`src/rtl/beat_seq_pkg.sv`:
```
// Shared definitions for the beat sequencer: FSM states, score-word field
// positions, setting op codes and the note-duration decode helper.
package beat_seq_pkg;

  typedef enum logic [2:0] {
    ST_IDLE   = 3'd0,
    ST_FETCH  = 3'd1,
    ST_WAIT   = 3'd2,
    ST_DECODE = 3'd3,
    ST_PLAY   = 3'd4,
    ST_HALT   = 3'd5
  } state_t;

  localparam logic [2:0] OP_SET_BPM = 3'd0;
  localparam logic [2:0] OP_JUMP    = 3'd1;
  localparam logic [2:0] OP_HALT    = 3'd7;

  localparam int KIND_BIT  = 0;
  localparam int NOTE_LSB  = 1;
  localparam int NOTE_MSB  = 7;
  localparam int BEATS_LSB = 8;
  localparam int BEATS_MSB = 11;
  localparam int OP_LSB    = 1;
  localparam int OP_MSB    = 3;
  localparam int BPM_LSB   = 8;
  localparam int BPM_MSB   = 15;
  localparam int TGT_LSB   = 4;
  localparam int TGT_MSB   = 15;

  localparam logic [4:0] DUR_ZERO_BEATS = 5'd16;

  // A zero beat field encodes the longest note rather than an empty one.
  function automatic logic [4:0] note_beats(input logic [3:0] field);
    if (field == 4'd0) begin
      return DUR_ZERO_BEATS;
    end else begin
      return {1'b0, field};
    end
  endfunction

endpackage

```
`src/rtl/beat_timer.sv`:
```
// Beat phase accumulator: adds bpm every enabled cycle and ticks whenever the
// running sum crosses one minute of clock cycles, keeping the remainder.
module beat_timer #(
  parameter int unsigned CLK_HZ = 50000000
) (
  input  logic       clk,
  input  logic       rst_n,
  input  logic       clear,
  input  logic       enable,
  input  logic [7:0] bpm,
  output logic       tick
);

  // Computed in 64 bits so 60*CLK_HZ cannot overflow a signed 32-bit int.
  localparam logic [63:0] MINUTE_W = 64'(CLK_HZ) * 64'd60;
  localparam logic [32:0] MINUTE   = MINUTE_W[32:0];

  logic [31:0] acc_r;
  logic [32:0] sum_s;
  logic [32:0] wrap_s;

  // Next accumulator value and the crossing test.
  always_comb begin
    sum_s  = {1'b0, acc_r} + {25'd0, bpm};
    wrap_s = sum_s - MINUTE;
    if (enable) begin
      tick = (sum_s >= MINUTE);
    end else begin
      tick = 1'b0;
    end
  end

  // Accumulator register.
  always_ff @(posedge clk or negedge rst_n) begin
    if (!rst_n) begin
      acc_r <= 32'd0;
    end else if (clear) begin
      acc_r <= 32'd0;
    end else if (enable) begin
      if (tick) begin
        acc_r <= wrap_s[31:0];
      end else begin
        acc_r <= sum_s[31:0];
      end
    end
  end

endmodule

```
`src/rtl/beat_sequencer.sv`:
```
// Score sequencer: fetches 16-bit words from SRAM, executes settings and holds
// each note for its beat count at the current tempo.
module beat_sequencer
  import beat_seq_pkg::*;
#(
  parameter int unsigned CLK_HZ      = 50000000,
  parameter int unsigned ADDR_W      = 18,
  parameter int unsigned READ_LAT    = 2,
  parameter logic [7:0]  DEFAULT_BPM = 8'd96
) (
  input  logic              clk,
  input  logic              rst_n,
  input  logic              run,
  output logic [ADDR_W-1:0] mem_addr,
  output logic              mem_rd,
  input  logic [15:0]       mem_data,
  output logic [6:0]        note,
  output logic              gate,
  output logic [7:0]        bpm,
  output logic              halted
);

  localparam int unsigned       LAT_W     = $clog2(READ_LAT + 1);
  localparam logic [LAT_W-1:0]  LAST_WAIT = LAT_W'(READ_LAT - 1);
  localparam logic [LAT_W-1:0]  WAIT_STEP = LAT_W'(1'b1);
  localparam logic [ADDR_W-1:0] PC_STEP   = ADDR_W'(1'b1);

  state_t            state_r;
  logic [ADDR_W-1:0] pc_r;
  logic [15:0]       ir_r;
  logic [4:0]        beats_left_r;
  logic [LAT_W-1:0]  wait_cnt_r;
  logic [ADDR_W-1:0] mem_addr_r;
  logic              mem_rd_r;
  logic [6:0]        note_r;
  logic              gate_r;
  logic [7:0]        bpm_r;
  logic              halted_r;

  logic              is_note_s;
  logic [2:0]        op_s;
  logic [ADDR_W-1:0] pc_inc_s;
  logic [ADDR_W-1:0] jump_tgt_s;
  logic [7:0]        new_bpm_s;
  logic              timer_clear_s;
  logic              timer_en_s;
  logic              tick_s;

  // Field extraction from the instruction register and timer control.
  always_comb begin
    is_note_s     = ir_r[KIND_BIT];
    op_s          = ir_r[OP_MSB:OP_LSB];
    pc_inc_s      = pc_r + PC_STEP;
    jump_tgt_s    = ADDR_W'(ir_r[TGT_MSB:TGT_LSB]);
    new_bpm_s     = ir_r[BPM_MSB:BPM_LSB];
    timer_clear_s = (state_r == ST_DECODE);
    timer_en_s    = (state_r == ST_PLAY);
  end

  beat_timer #(
    .CLK_HZ (CLK_HZ)
  ) u_beat_timer (
    .clk    (clk),
    .rst_n  (rst_n),
    .clear  (timer_clear_s),
    .enable (timer_en_s),
    .bpm    (bpm_r),
    .tick   (tick_s)
  );

  // Fetch/play state machine with registered SRAM and note outputs.
  // Pausing wins over every state except HALT; pc is only moved by DECODE.
  always_ff @(posedge clk or negedge rst_n) begin
    if (!rst_n) begin
      state_r      <= ST_IDLE;
      pc_r         <= '0;
      ir_r         <= 16'd0;
      beats_left_r <= 5'd0;
      wait_cnt_r   <= '0;
      mem_addr_r   <= '0;
      mem_rd_r     <= 1'b0;
      note_r       <= 7'd0;
      gate_r       <= 1'b0;
      bpm_r        <= DEFAULT_BPM;
      halted_r     <= 1'b0;
    end else if ((state_r != ST_HALT) && !run) begin
      state_r  <= ST_IDLE;
      gate_r   <= 1'b0;
      mem_rd_r <= 1'b0;
    end else begin
      case (state_r)
        ST_IDLE: begin
          state_r    <= ST_FETCH;
          mem_rd_r   <= 1'b1;
          mem_addr_r <= pc_r;
        end
        ST_FETCH: begin
          state_r    <= ST_WAIT;
          mem_rd_r   <= 1'b0;
          wait_cnt_r <= '0;
        end
        ST_WAIT: begin
          if (wait_cnt_r == LAST_WAIT) begin
            ir_r    <= mem_data;
            state_r <= ST_DECODE;
          end else begin
            wait_cnt_r <= wait_cnt_r + WAIT_STEP;
          end
        end
        ST_DECODE: begin
          if (is_note_s) begin
            note_r       <= ir_r[NOTE_MSB:NOTE_LSB];
            gate_r       <= (ir_r[NOTE_MSB:NOTE_LSB] != 7'd0);
            beats_left_r <= note_beats(ir_r[BEATS_MSB:BEATS_LSB]);
            pc_r         <= pc_inc_s;
            state_r      <= ST_PLAY;
          end else begin
            case (op_s)
              OP_SET_BPM: begin
                if (new_bpm_s != 8'd0) begin
                  bpm_r <= new_bpm_s;
                end
                pc_r       <= pc_inc_s;
                mem_addr_r <= pc_inc_s;
                mem_rd_r   <= 1'b1;
                state_r    <= ST_FETCH;
              end
              OP_JUMP: begin
                pc_r       <= jump_tgt_s;
                mem_addr_r <= jump_tgt_s;
                mem_rd_r   <= 1'b1;
                state_r    <= ST_FETCH;
              end
              OP_HALT: begin
                halted_r <= 1'b1;
                gate_r   <= 1'b0;
                state_r  <= ST_HALT;
              end
              default: begin
                pc_r       <= pc_inc_s;
                mem_addr_r <= pc_inc_s;
                mem_rd_r   <= 1'b1;
                state_r    <= ST_FETCH;
              end
            endcase
          end
        end
        ST_PLAY: begin
          if (tick_s) begin
            if (beats_left_r == 5'd1) begin
              state_r    <= ST_FETCH;
              mem_rd_r   <= 1'b1;
              mem_addr_r <= pc_r;
            end else begin
              beats_left_r <= beats_left_r - 5'd1;
            end
          end
        end
        ST_HALT: begin
          state_r <= ST_HALT;
        end
        default: begin
          state_r  <= ST_IDLE;
          mem_rd_r <= 1'b0;
          gate_r   <= 1'b0;
        end
      endcase
    end
  end

  assign mem_addr = mem_addr_r;
  assign mem_rd   = mem_rd_r;
  assign note     = note_r;
  assign gate     = gate_r;
  assign bpm      = bpm_r;
  assign halted   = halted_r;

endmodule

```
`config.mk`:
```
export PLATFORM = sky130hd
export DESIGN_NAME = beat_sequencer
export DESIGN_NICKNAME = d
export VERILOG_FILES = /design/src/rtl/beat_seq_pkg.sv /design/src/rtl/beat_timer.sv /design/src/rtl/beat_sequencer.sv
export SDC_FILE = /design/constraint.sdc
export NUM_CORES = 1
export LEC_CHECK = 0
export CAP_MARGIN = 5
export CORE_ASPECT_RATIO = 0.75
export CORE_MARGIN = 10
export CORE_UTILIZATION = 65
export CTS_BUF_LIST = sky130_fd_sc_hd__clkbuf_16
export DETAILED_ROUTE_END_ITERATION = 8
export PLACE_DENSITY = 0.87
export REMOVE_ABC_BUFFERS = 1
export SYNTH_ARGS = -nofsm -noshare
export SYNTH_HDL_FRONTEND = slang
export SYNTH_SLANG_ARGS = --single-unit
```
`constraint.sdc`:
```
create_clock -name clk -period 6.2 [get_ports clk]
set_input_delay 0.93 -clock clk [delete_from_list [all_inputs] [get_ports clk]]
set_output_delay 0.93 -clock clk [all_outputs]
set_load 0.05 [all_outputs]
```
# After elaboration in Yosys (flattened, before gate mapping)
# Index checks and enable logic that the tools add are counted.
# word_totals
output_inout_bits	36
rom_bits	0
mem_bits_rw	0
latch_bits	0
ff_bits	112
elab_cells	103
memories	0
input_bits	19
# classes
mux	34
div_mod_pow	0
n_eq_ne	26
addsub	5
shift	0
n_bitwise	2
order_cmp	1
reduce_logical	23
mul	0
# ops
op	count
32-bit two-way mux	3
18-bit two-way mux	4
18-bit case mux with 3 select lines	1
18-bit case mux with 2 select lines	1
32-bit by 8-bit adder with 33-bit output	1
33-bit by 32-bit greater-or-equal comparator with 1-bit output (second input constant)	1
32-bit subtractor (second input constant)	1
5-bit two-way mux	4
18-bit by 1-bit adder with 18-bit output (second input constant)	1
3-bit two-way mux	6
3-bit case mux with 6 select lines	1
3-bit AND reduction	5
5-bit AND reduction	3
2-bit inequality test (second input constant)	6
5-bit case mux with 2 select lines	1
3-bit equality test (second input constant)	3
1-bit two-way mux	9
3-bit inequality test (second input constant)	3
2-bit by 1-bit inequality test with 1-bit output (second input constant)	4
8-bit nonzero test	1
7-bit nonzero test	1
3-bit by 1-bit equality test with 1-bit output (second input constant)	2
3-bit by 2-bit equality test with 1-bit output (second input constant)	2
3-bit logical NOT	2
other kinds (22)	25

# Logic depth before layout (Yosys ltp)
# Gate-level depths: netlist of the first run.
# depth
word_depth	6
ltp_mapped	17
ltp_nobuf	15

# By module
# Synthesis of the first run repeated with hierarchy kept, for this count alone.
# hier_totals
cells_unflattened	869
hier_area_um2	7738.7
# modules_own_cells
module	seq_area_each_um2	area_per_inst_um2	n_inst	cells_per_inst
beat_sequencer	2004.4	4307.9	1	454
beat_timer	800.8	3430.8	1	415

# Worst setup path before layout of the first run
# OpenSTA, ideal clock, no wires.
# synth_path
kind	reg2reg
from	register bpm_r[0], in the netlist bpm[0]
to	register u_beat_timer.acc_r[18]
required_time_ns	6.070
synth_period_minus_slack_ns	4.172
arrival_time_ns	4.042
n_path_buf	1
setup_ns	0.130
slack_ns	2.028
stages_incl_launch_ff	17
cell_sequence	dfrtp_1 > ha_1 > fa_1 > a211oi_2 > o211a_2 > a21oi_2 > nand3_1 > xnor2_1 > ha_1 > o31ai_2 > a21oi_2 > nor4b_4 > o41a_1 > buf_6 > or4b_4 > xnor2_1 > o21ai_1
# synth_via
elab_chain_len	6
word_cells_on_any_way	7
cone_classes	2 x add/sub; 1 x order compare; 4 x mux
# synth_rtl
element	line	rtl
from (decl)	beat_sequencer.sv:37	logic [7:0] bpm_r;
from (signal assigned)	beat_sequencer.sv:121	bpm_r <= new_bpm_s;
32-bit by 8-bit adder with 33-bit output (*)	beat_timer.sv:24	sum_s = {1'b0, acc_r} + {25'd0, bpm};
33-bit by 32-bit greater-or-equal comparator with 1-bit output	beat_timer.sv:27	tick = (sum_s >= MINUTE);
1-bit two-way mux	beat_timer.sv:26	if (enable) begin
32-bit two-way mux (*)	beat_timer.sv:40	if (tick) begin
32-bit two-way mux (*)	beat_timer.sv:39	end else if (enable) begin
32-bit two-way mux (*)	beat_timer.sv:37	end else if (clear) begin
to (signal assigned)	beat_timer.sv:41	acc_r <= wrap_s[31:0];
to (signal assigned)	beat_timer.sv:43	acc_r <= sum_s[31:0];
to (decl)	beat_timer.sv:18	logic [31:0] acc_r;
# Mark *: on every way between the ends. The rest lies on a longest branch, timed or not. The select of a mux whose other input is x is not followed.
# A chain may end at the register's enable or synchronous reset.

# Final worst setup path of the first run
# layout_path
from	register bpm_r[0], in the netlist bpm[0]
to	register mem_addr_r[8], in the netlist mem_addr[8]
# layout_via
elab_chain_len	5
# layout_rtl
element	line	rtl
32-bit by 8-bit adder with 33-bit output	beat_timer.sv:24	
33-bit by 32-bit greater-or-equal comparator with 1-bit output	beat_timer.sv:27	
1-bit two-way mux	beat_timer.sv:26	
2-bit by 1-bit inequality test with 1-bit output (no source line)	--	
6-bit AND reduction (no source line)	--	
to (signal assigned)	beat_sequencer.sv:95	mem_addr_r <= pc_r;
to (signal assigned)	beat_sequencer.sv:124	mem_addr_r <= pc_inc_s;
to (signal assigned)	beat_sequencer.sv:130	mem_addr_r <= jump_tgt_s;
to (decl)	beat_sequencer.sv:33	logic [ADDR_W-1:0] mem_addr_r;
# No other way between the ends.

==> results of run 1 <==
==> critical path, cell delays in order, from the launching register on <==
cell      delay [ns]
dfrtp_1         0.41
ha_1            0.26
fa_1            0.43
a211oi_2        0.42
o211a_2         0.30
a21oi_2         0.09
nand3_1         0.17
xnor2_1         0.14
ha_1            0.21
o31ai_2         0.10
a21oi_2         0.35
nor4b_4         0.11
o41ai_4         0.30
nand2_2         0.15
a21boi_2        0.82
buf_4           0.28
mux2i_1         0.18
==> synth_stat cells, drive strengths merged (13+ instances only) <==
cell type,instances,area [µm²]
o211ai,13,121
nor2,60,233
mux2i,15,150
nand2,93,352
and3,21,131
inv,25,93.8
o31ai,17,133
dfrtp,110,2750
a31oi,15,93.8
a21oi,50,277
mux2,38,432
o21ai,80,404
ha,13,163
nor3,33,203
xor2,14,123
buf,15,85.1
clkbuf,36,136
xnor2,21,184
nand3,36,185
==> flip-flops by register name, summed over array words and instances (netlist names) <==
signal and flops:
beats_left_r 5, gate 1, mem_rd 1, state_r 3, u_beat_timer.acc_r 32, ir_r 16
mem_addr 18, bpm 8, halted 1, pc_r 18, wait_cnt_r 2, note 7
==> final timing paths <==
kind | start | end | slack (ns) | cells after the start
worst max-delay path | bpm[0] | mem_addr[8] | 1.38 | 16
worst min-delay path | mem_addr[1] | mem_addr[1] | 0.48 | 1
worst max register to register | bpm[0] | mem_addr[8] | 1.38 | 16
worst min register to register | mem_addr[1] | mem_addr[1] | 0.48 | 1
max in group asynchronous | rst_n | mem_rd | 4.41 | 2
min in group asynchronous | rst_n | note[3] | 0.69 | 1
==> per-layer routing <==
metal	part of all wire	wire, µm
met1	0.45	9070
met3	0.086	1730
met4	0.019	390
met2	0.44	8860
met5	0	0
==> cells by family (layout without fill, tap and decap cells) <==
| logic type | Yosys count | count (layout) | share of synthesized area |
|---|---|---|---|
| mux | 53 | 53 | 0.0766 |
| compound gates | 253 | 253 | 0.225 |
| buf+inv | 76 | 105 | 0.0415 |
| simple gates | 317 | 317 | 0.223 |
| fa+ha+maj | 14 | 14 | 0.0241 |
| xor+xnor | 35 | 35 | 0.0404 |
| flops | 112 | 112 | 0.369 |
==> report_power, final <==
group / switching, mW / leakage [nW] / internal, mW
clock network: 0.283 / 0.162 / 0.361
logic: 0.735 / 1.87 / 0.435
registers: 0.215 / 1.52 / 0.895
total: 1.23 / 3.55 / 1.69
==> cell type report <==
| type | count | area, µm² |
|---|---|---|
| Fill cell | 820 | 3000 |
| Timing Repair Buffer | 64 | 613 |
| Tap cell | 162 | 203 |
| Inverter | 25 | 93.8 |
| Clock buffer | 9 | 225 |
| Clock inverter | 7 | 103 |
| Sequential cell | 112 | 2810 |
| Multi-Input combinational cell | 672 | 4480 |
==> cells in the final DEF, fill, tap and decap left out, types with 5 or more instances in the layout <==
cell             Yosys  final
o21ai_1              9      9
nand4_1             10     10
ha_1                13     13
a31oi_1             15     15
nand3_1             35     35
xor2_1              14     14
inv_1               25     25
a22o_1               9      9
nor2_1              59     58
clkdlybuf4s50_1      0     53
and2_1               8      8
mux2i_1             15     15
o22a_1               6      6
buf_4                1     11
and3_1              21     21
clkbuf_16            0      9
nand2_1             92     92
mux2_1               8      8
o22ai_1             11     11
mux2_2              29     29
o211ai_1            10     10
nor3b_1              6      6
nand2b_1             6      6
a21oi_1             45     45
dfrtp_1            110    110
o21ai_0             70     70
xnor2_1             21     21
o31ai_1             16     16
nor3_1              28     27
nor2b_1              8      8
a21o_1               5      5
nor4_1               9      9
==> stage by stage <==
stage	setup WS (ns)	total power [mW]	hold WS, ns
2_1_floorplan	0.729	1.87	0.453
3_3_place_gp	1.64	2.23	0.463
3_5_place_dp	1.45	2.27	0.476
4_1_cts	1.39	2.93	0.493
5_1_grt	1.06	3.09	0.524
6_report	1.38	2.92	0.485
==> reports/results.tsv, run 1 <==
stage	metric	value	unit
worst_setup_path	CP Class	reg2reg	
synth	Yosys warning total	0	
power_and_ir_drop	Pwr Density	343	mW/mm²
finish	post-layout utilization of the core	0.740	
synth	syn avg cell area	8.83	µm²
timing	Final Hold Violating Endpoints	0	
grt	global routing usage on met3	0.0552	
placement	total half-perimeter wirelength after legalization and detailed placement	14300	µm
synth	number of synthesized register bits	112	
route	wire length per cell after detailed routing	19.1	µm
grt	met2 track utilization from global routing	0.365	
power_and_ir_drop	VDD IR-drop max	0.000271	V
timing	final setup violating endpoints	0	
timing	final setup skew	0.00699	ns
timing	transition time of the tightest slew-check pin	1.03	ns
route	Initial DRC Count	714	
finish	count of non-filler cells in the finished layout	1051	
status	result of the run	completed	
synth	ys async rst share	1.00	
grt	largest net degree at the start of global routing	70	
clock_network	cts bufs inserted	9	
floorplan	DIE WIDTH	145	µm
timing	Setup Total Neg Slack	0	ns
clock_network	CTS tree	yes	
route	Vias/cell	6.66	
synth	Main synth FF type	dfrtp_1	
synth	gate count after technology mapping	860	
worst_setup_path	required time of the worst setup path	6.47	ns
synth	sequential fraction of the synthesis area	0.369	
timing	final clock period utilization by the worst path	0.777	
worst_setup_path	critical path startpoint category	register	
clock_network	buffer count from post-CTS setup fixing	0	
floorplan	Chip Height	114	µm
flow_run	Max-cap violations	0	
finish	share of post-route cells with drive strength above 1	0.117	
synth	number of enable-type register cells in the synthesized netlist	0	
worst_setup_path	sort of element at the end of the critical path	register	
synth	area of the mapped netlist	0.00759	mm²
worst_setup_path	crit path max fanout	16	
route	aggregate routed wire length	20000	µm
floorplan	# rows	34	
timing	headroom to the max-slew limit	0.307	
floorplan	Core Region	0.0115	mm²
finish	Post-Layout Inst Area	0.00853	mm²
clock_network	Clock Sink Count	112	
clock_network	clk_lat worst skew	0.35	ns
route	number of nets with antenna violations after routing	0	
timing	unrepaired setup endpoints after global routing	false	
timing	fin. max-slew vios	0	
grt	total congestion overflow after global routing	0	
finish	layout overhead on the synthesized area	12.3	%
placement	port bufs	54	
grt	antenna violations before repair	0	
route	overall via count from detail_route	6999	
floorplan	number of top-level pins	55	
finish	# diodes	0	
route	Residual DRC	0	
clock_network	clock transition at the registers of the reported paths	0.08	ns
grt	met1 demand-to-capacity share in global routing	0.359	
synth	count of unique library cells instantiated by Yosys	96	
power_and_ir_drop	static leakage	3.55	nW
placement	instance area after placement	0.00820	mm²
clock_network	Max clock buf depth	2	
timing	Final Critical Period	4.82	ns
clock_network	# hold bufs at CTS	0	
placement	total instance count after detailed placement	1035	
grt	total track usage	0.248	
clock_network	Resize count post-CTS	0	
finish	Final Net Count	917	
clock_network	root buf cell	clkbuf_16	
grt	vias in the first global route	6729	
worst_setup_path	Arrival @ worst endpoint	5.09	ns
floorplan	full die area	0.0164	mm²
route	Detailed Routing Iterations Pass 1	6	
timing	f_max	208	MHz
placement	global placement routability congestion	0.941	
clock_network	Max H-tree Level	3	
grt	global-route wire length before repair	33500	µm
floorplan	Starting Density	0.659	
hold_path	Tightest Hold Check Type	reg2reg	
grt	busiest layer in global routing	met2	
Note: power is estimated with default switching activity, not from simulation.
==> run 2, diff against run 1 <==
--- a/config.mk
+++ b/config.mk
@@ -8,10 +8,10 @@
 export CAP_MARGIN = 5
 export CORE_ASPECT_RATIO = 0.75
 export CORE_MARGIN = 10
-export CORE_UTILIZATION = 65
+export CORE_UTILIZATION = 54
 export CTS_BUF_LIST = sky130_fd_sc_hd__clkbuf_16
 export DETAILED_ROUTE_END_ITERATION = 8
-export PLACE_DENSITY = 0.87
+export PLACE_DENSITY = 0.77
 export REMOVE_ABC_BUFFERS = 1
 export SYNTH_ARGS = -nofsm -noshare
 export SYNTH_HDL_FRONTEND = slang
==> constraint.sdc (replaced) <==
create_clock -name clk -period 4.3 [get_ports clk]
set_input_delay 0.645 -clock clk [delete_from_list [all_inputs] [get_ports clk]]
set_output_delay 0.645 -clock clk [all_outputs]
set_load 0.05 [all_outputs]
==> reports/results.tsv, run 2 (same netlist as run 1, synthesis figures left out) <==
stage	metric	value	unit	change
status	result of the run	completed		unchanged
finish	Fillers	1151		was 820
timing	Final Critical Period	4.12	ns	was 4.82 ns
grt	total track usage	0.211		was 0.248
placement	instance area after placement	0.00832	mm²	was 0.00820 mm²
timing	worst hold-check slack	0.276	ns	was 0.485 ns
clock_network	Max clock buf depth	2		unchanged
floorplan	full die area	0.0193	mm²	was 0.0164 mm²
finish	post-layout utilization of the core	0.630		was 0.740
power_and_ir_drop	final total power	4.20	mW	was 2.92 mW
worst_setup_path	critical path startpoint category	register		unchanged
worst_setup_path	required time of the worst setup path	4.54	ns	was 6.47 ns
worst_setup_path	CP Class	reg2reg		unchanged
timing	transition time of the tightest slew-check pin	0.968	ns	was 1.03 ns
finish	# diodes	0		unchanged
floorplan	Chip Height	123	µm	was 114 µm
power_and_ir_drop	clock network fraction of total power	0.211		was 0.220
power_and_ir_drop	VDD IR-drop max	0.000339	V	was 0.000271 V
worst_setup_path	critical path cell sequence	ha_1 -> o211ai_1 -> o21ai_0 -> o31ai_1 -> xor2_1 -> nand4_1 -> nor4_4 -> nor4b_4 -> o41a_4 -> or4b_4 -> xnor2_1 -> o21ai_1		was ha_1 -> fa_1 -> a211oi_2 -> o211a_2 -> a21oi_2 -> nand3_1 -> xnor2_1 -> ha_1 -> o31ai_2 -> a21oi_2 -> nor4b_4 -> o41ai_4 -> nand2_2 -> a21boi_2 -> buf_4 -> mux2i_1
timing	Final Hold Violating Endpoints	0		unchanged
floorplan	number of top-level pins	55		unchanged
finish	Post-Layout Inst Area	0.00866	mm²	was 0.00853 mm²
clock_network	root buf cell	clkbuf_16		unchanged
route	wire length per cell after detailed routing	18.8	µm	was 19.1 µm
power_and_ir_drop	Combinational Power Share	0.409		was 0.400
clock_network	Clock Sink Count	112		unchanged
finish	commonest non-fill, non-tap cells in the layout	dfrtp_1 (110), nand2_1 (92), o21ai_0 (70), nor2_1 (58), clkdlybuf4s50_1 (53)		unchanged
route	Vias/cell	6.31		was 6.66
finish	Final Net Count	930		was 917
clock_network	CTS tree	yes		unchanged
clock_network	# hold bufs at CTS	0		unchanged
worst_setup_path	Arrival @ worst endpoint	4.36	ns	was 5.09 ns
floorplan	DIE WIDTH	157	µm	was 145 µm
grt	global routing usage on met3	0.0510		was 0.0552
floorplan	# rows	37		was 34
timing	final clock period utilization by the worst path	0.958		was 0.777
finish	most common library cell in the layout ignoring fill and taps	dfrtp_1		unchanged
floorplan	Core Region	0.0137	mm²	was 0.0115 mm²
grt	busiest layer in global routing	met1		was met2
timing	headroom to the max-slew limit	0.353		was 0.307
placement	Post-Place Setup Slack	0.0820	ns	was 1.45 ns
timing	final setup violating endpoints	0		unchanged
power_and_ir_drop	net load switching power	1.81	mW	was 1.23 mW
worst_setup_path	critical-path cell with the highest stage delay	or4b_4		was a21boi_2
power_and_ir_drop	sequential share of power	0.380		about the same
route	Residual DRC	0		unchanged
route	Detailed Routing Iterations Pass 1	5		was 6
clock_network	Max H-tree Level	3		unchanged
hold_path	Tightest Hold Check Type	in2async		was reg2reg
grt	met1 demand-to-capacity share in global routing	0.321		was 0.359
clock_network	cts bufs inserted	9		unchanged
power_and_ir_drop	static leakage	3.61	nW	was 3.55 nW
worst_setup_path	worst-case reg-to-reg path depth	12		was 16
flow_run	Max-cap violations	0		unchanged
placement	port bufs	54		unchanged
clock_network	clock transition at the registers of the reported paths	0.08	ns	about the same
finish	flip-flop count of the largest register after layout	32		unchanged
timing	worst path setup slack after routing	0.182	ns	was 1.38 ns
route	overall via count from detail_route	6793		was 6,999
finish	layout overhead on the synthesized area	14.1	%	was 12.3%
timing	fin. max-slew vios	0		unchanged
worst_setup_path	sort of element at the end of the critical path	register		unchanged
finish	Top reg by flops	u_beat_timer.acc_r		unchanged
clock_network	clk_lat worst skew	0.36	ns	was 0.35 ns
route	number of nets with antenna violations after routing	0		unchanged
route	aggregate routed wire length	20200	µm	was 20,000 µm
grt	antenna violations before repair	0		unchanged
grt	total congestion overflow after global routing	0		unchanged
worst_setup_path	Largest stage delay, worst path	0.53	ns	was 0.82 ns
placement	total half-perimeter wirelength after legalization and detailed placement	14300	µm	about the same
worst_setup_path	start point of the critical path	bpm[2]		was bpm[0]
power_and_ir_drop	switching power share of the total	0.431		was 0.422
power_and_ir_drop	Pwr Density	484	mW/mm²	was 343 mW/mm²
timing	final setup skew	0.00737	ns	was 0.00699 ns
grt	met2 track utilization from global routing	0.291		was 0.365
worst_setup_path	worst flop-to-flop path startpoint	bpm[2]		was bpm[0]
floorplan	Starting Density	0.552		was 0.659
worst_setup_path	crit path max fanout	11		was 16
power_and_ir_drop	Internal	2.39	mW	was 1.69 mW
grt	largest net degree at the start of global routing	45		was 70
finish	share of post-route cells with drive strength above 1	0.131		was 0.117
timing	f_max	243	MHz	was 208 MHz
route	Initial DRC Count	775		was 714
grt	global-route wire length before repair	33300	µm	was 33,500 µm
grt	vias in the first global route	6406		was 6,729
timing	unrepaired setup endpoints after global routing	false		unchanged
placement	global placement routability congestion	1.01		was 0.941
-- run 2: final cells by class --
| cell class | count | area [µm²] | area share |
|---|---|---|---|
| clock buffers | 9 | 225 | 0.0260 |
| repair buffers | 77 | 723 | 0.0835 |
| well taps | 175 | 219 | 0.0253 |
| clock inverters | 7 | 77.6 | 0.00896 |
| multi-input cells | 672 | 4520 | 0.522 |
| flip-flops and latches | 112 | 2810 | 0.324 |
| inverters | 25 | 93.8 | 0.0108 |
-- run 2: what timing repair did --
| item | CTS | global route |
|---|---|---|
| gates resized for setup | 0 | 6 |
| buffers inserted | 0 | 0 |
| hold endpoints to repair | 0 | 0 |
| endpoints found under the setup margin | 0 | 24 |
-- run 2: power by group through the flow --
| stage | Sequential, mW | Combinational [mW] | Clock (mW) |
|---|---|---|---|
| after CTS | 1.59 | 1.71 | 0.897 |
| after global placement | 1.59 | 1.65 | 0 |
| after detailed placement | 1.60 | 1.69 | 0 |
| after floorplan | 1.84 | 0.856 | 0 |
| after global routing | 1.63 | 1.85 | 0.926 |
| final | 1.59 | 1.72 | 0.885 |
-- run 2: critical path: cells and delay by family (launching register included) --
kind | cells | cell delay (ns)
flip-flops | 1 | 0.44
adder cells (fa/ha/maj) | 1 | 0.40
AO/OA/AOI/OAI | 5 | 1.52
AND/OR/NAND/NOR | 4 | 1.16
XOR/XNOR | 2 | 0.47
-- run 2: worst paths after layout --
| path | slack (ns) | endpoint |
|---|---|---|
| max | 0.18 | u_beat_timer.acc_r[18] |
| min | 0.28 | note[3] |
| max reg2reg | 0.18 | u_beat_timer.acc_r[18] |
| min reg2reg | 0.48 | halted |
| max in group asynchronous | 3.05 | u_beat_timer.acc_r[11] |
| min in group clk | 0.48 | halted |
-- run 2: through the flow --
| step | TNS, ns | cells |
|---|---|---|
| final | 0 | 1077 |
| after global routing | 0 | 1077 |
| after CTS | 0 | 1077 |
| after detailed placement | 0 | 1061 |
| after global placement | 0 | 1061 |
| after floorplan | -19.78 | 809 |
-- run 2: metal layers --
layer,share of wire,wire [µm]
met5,0,0
met4,0.012,248
met3,0.089,1790
met2,0.41,8230
met1,0.49,9960
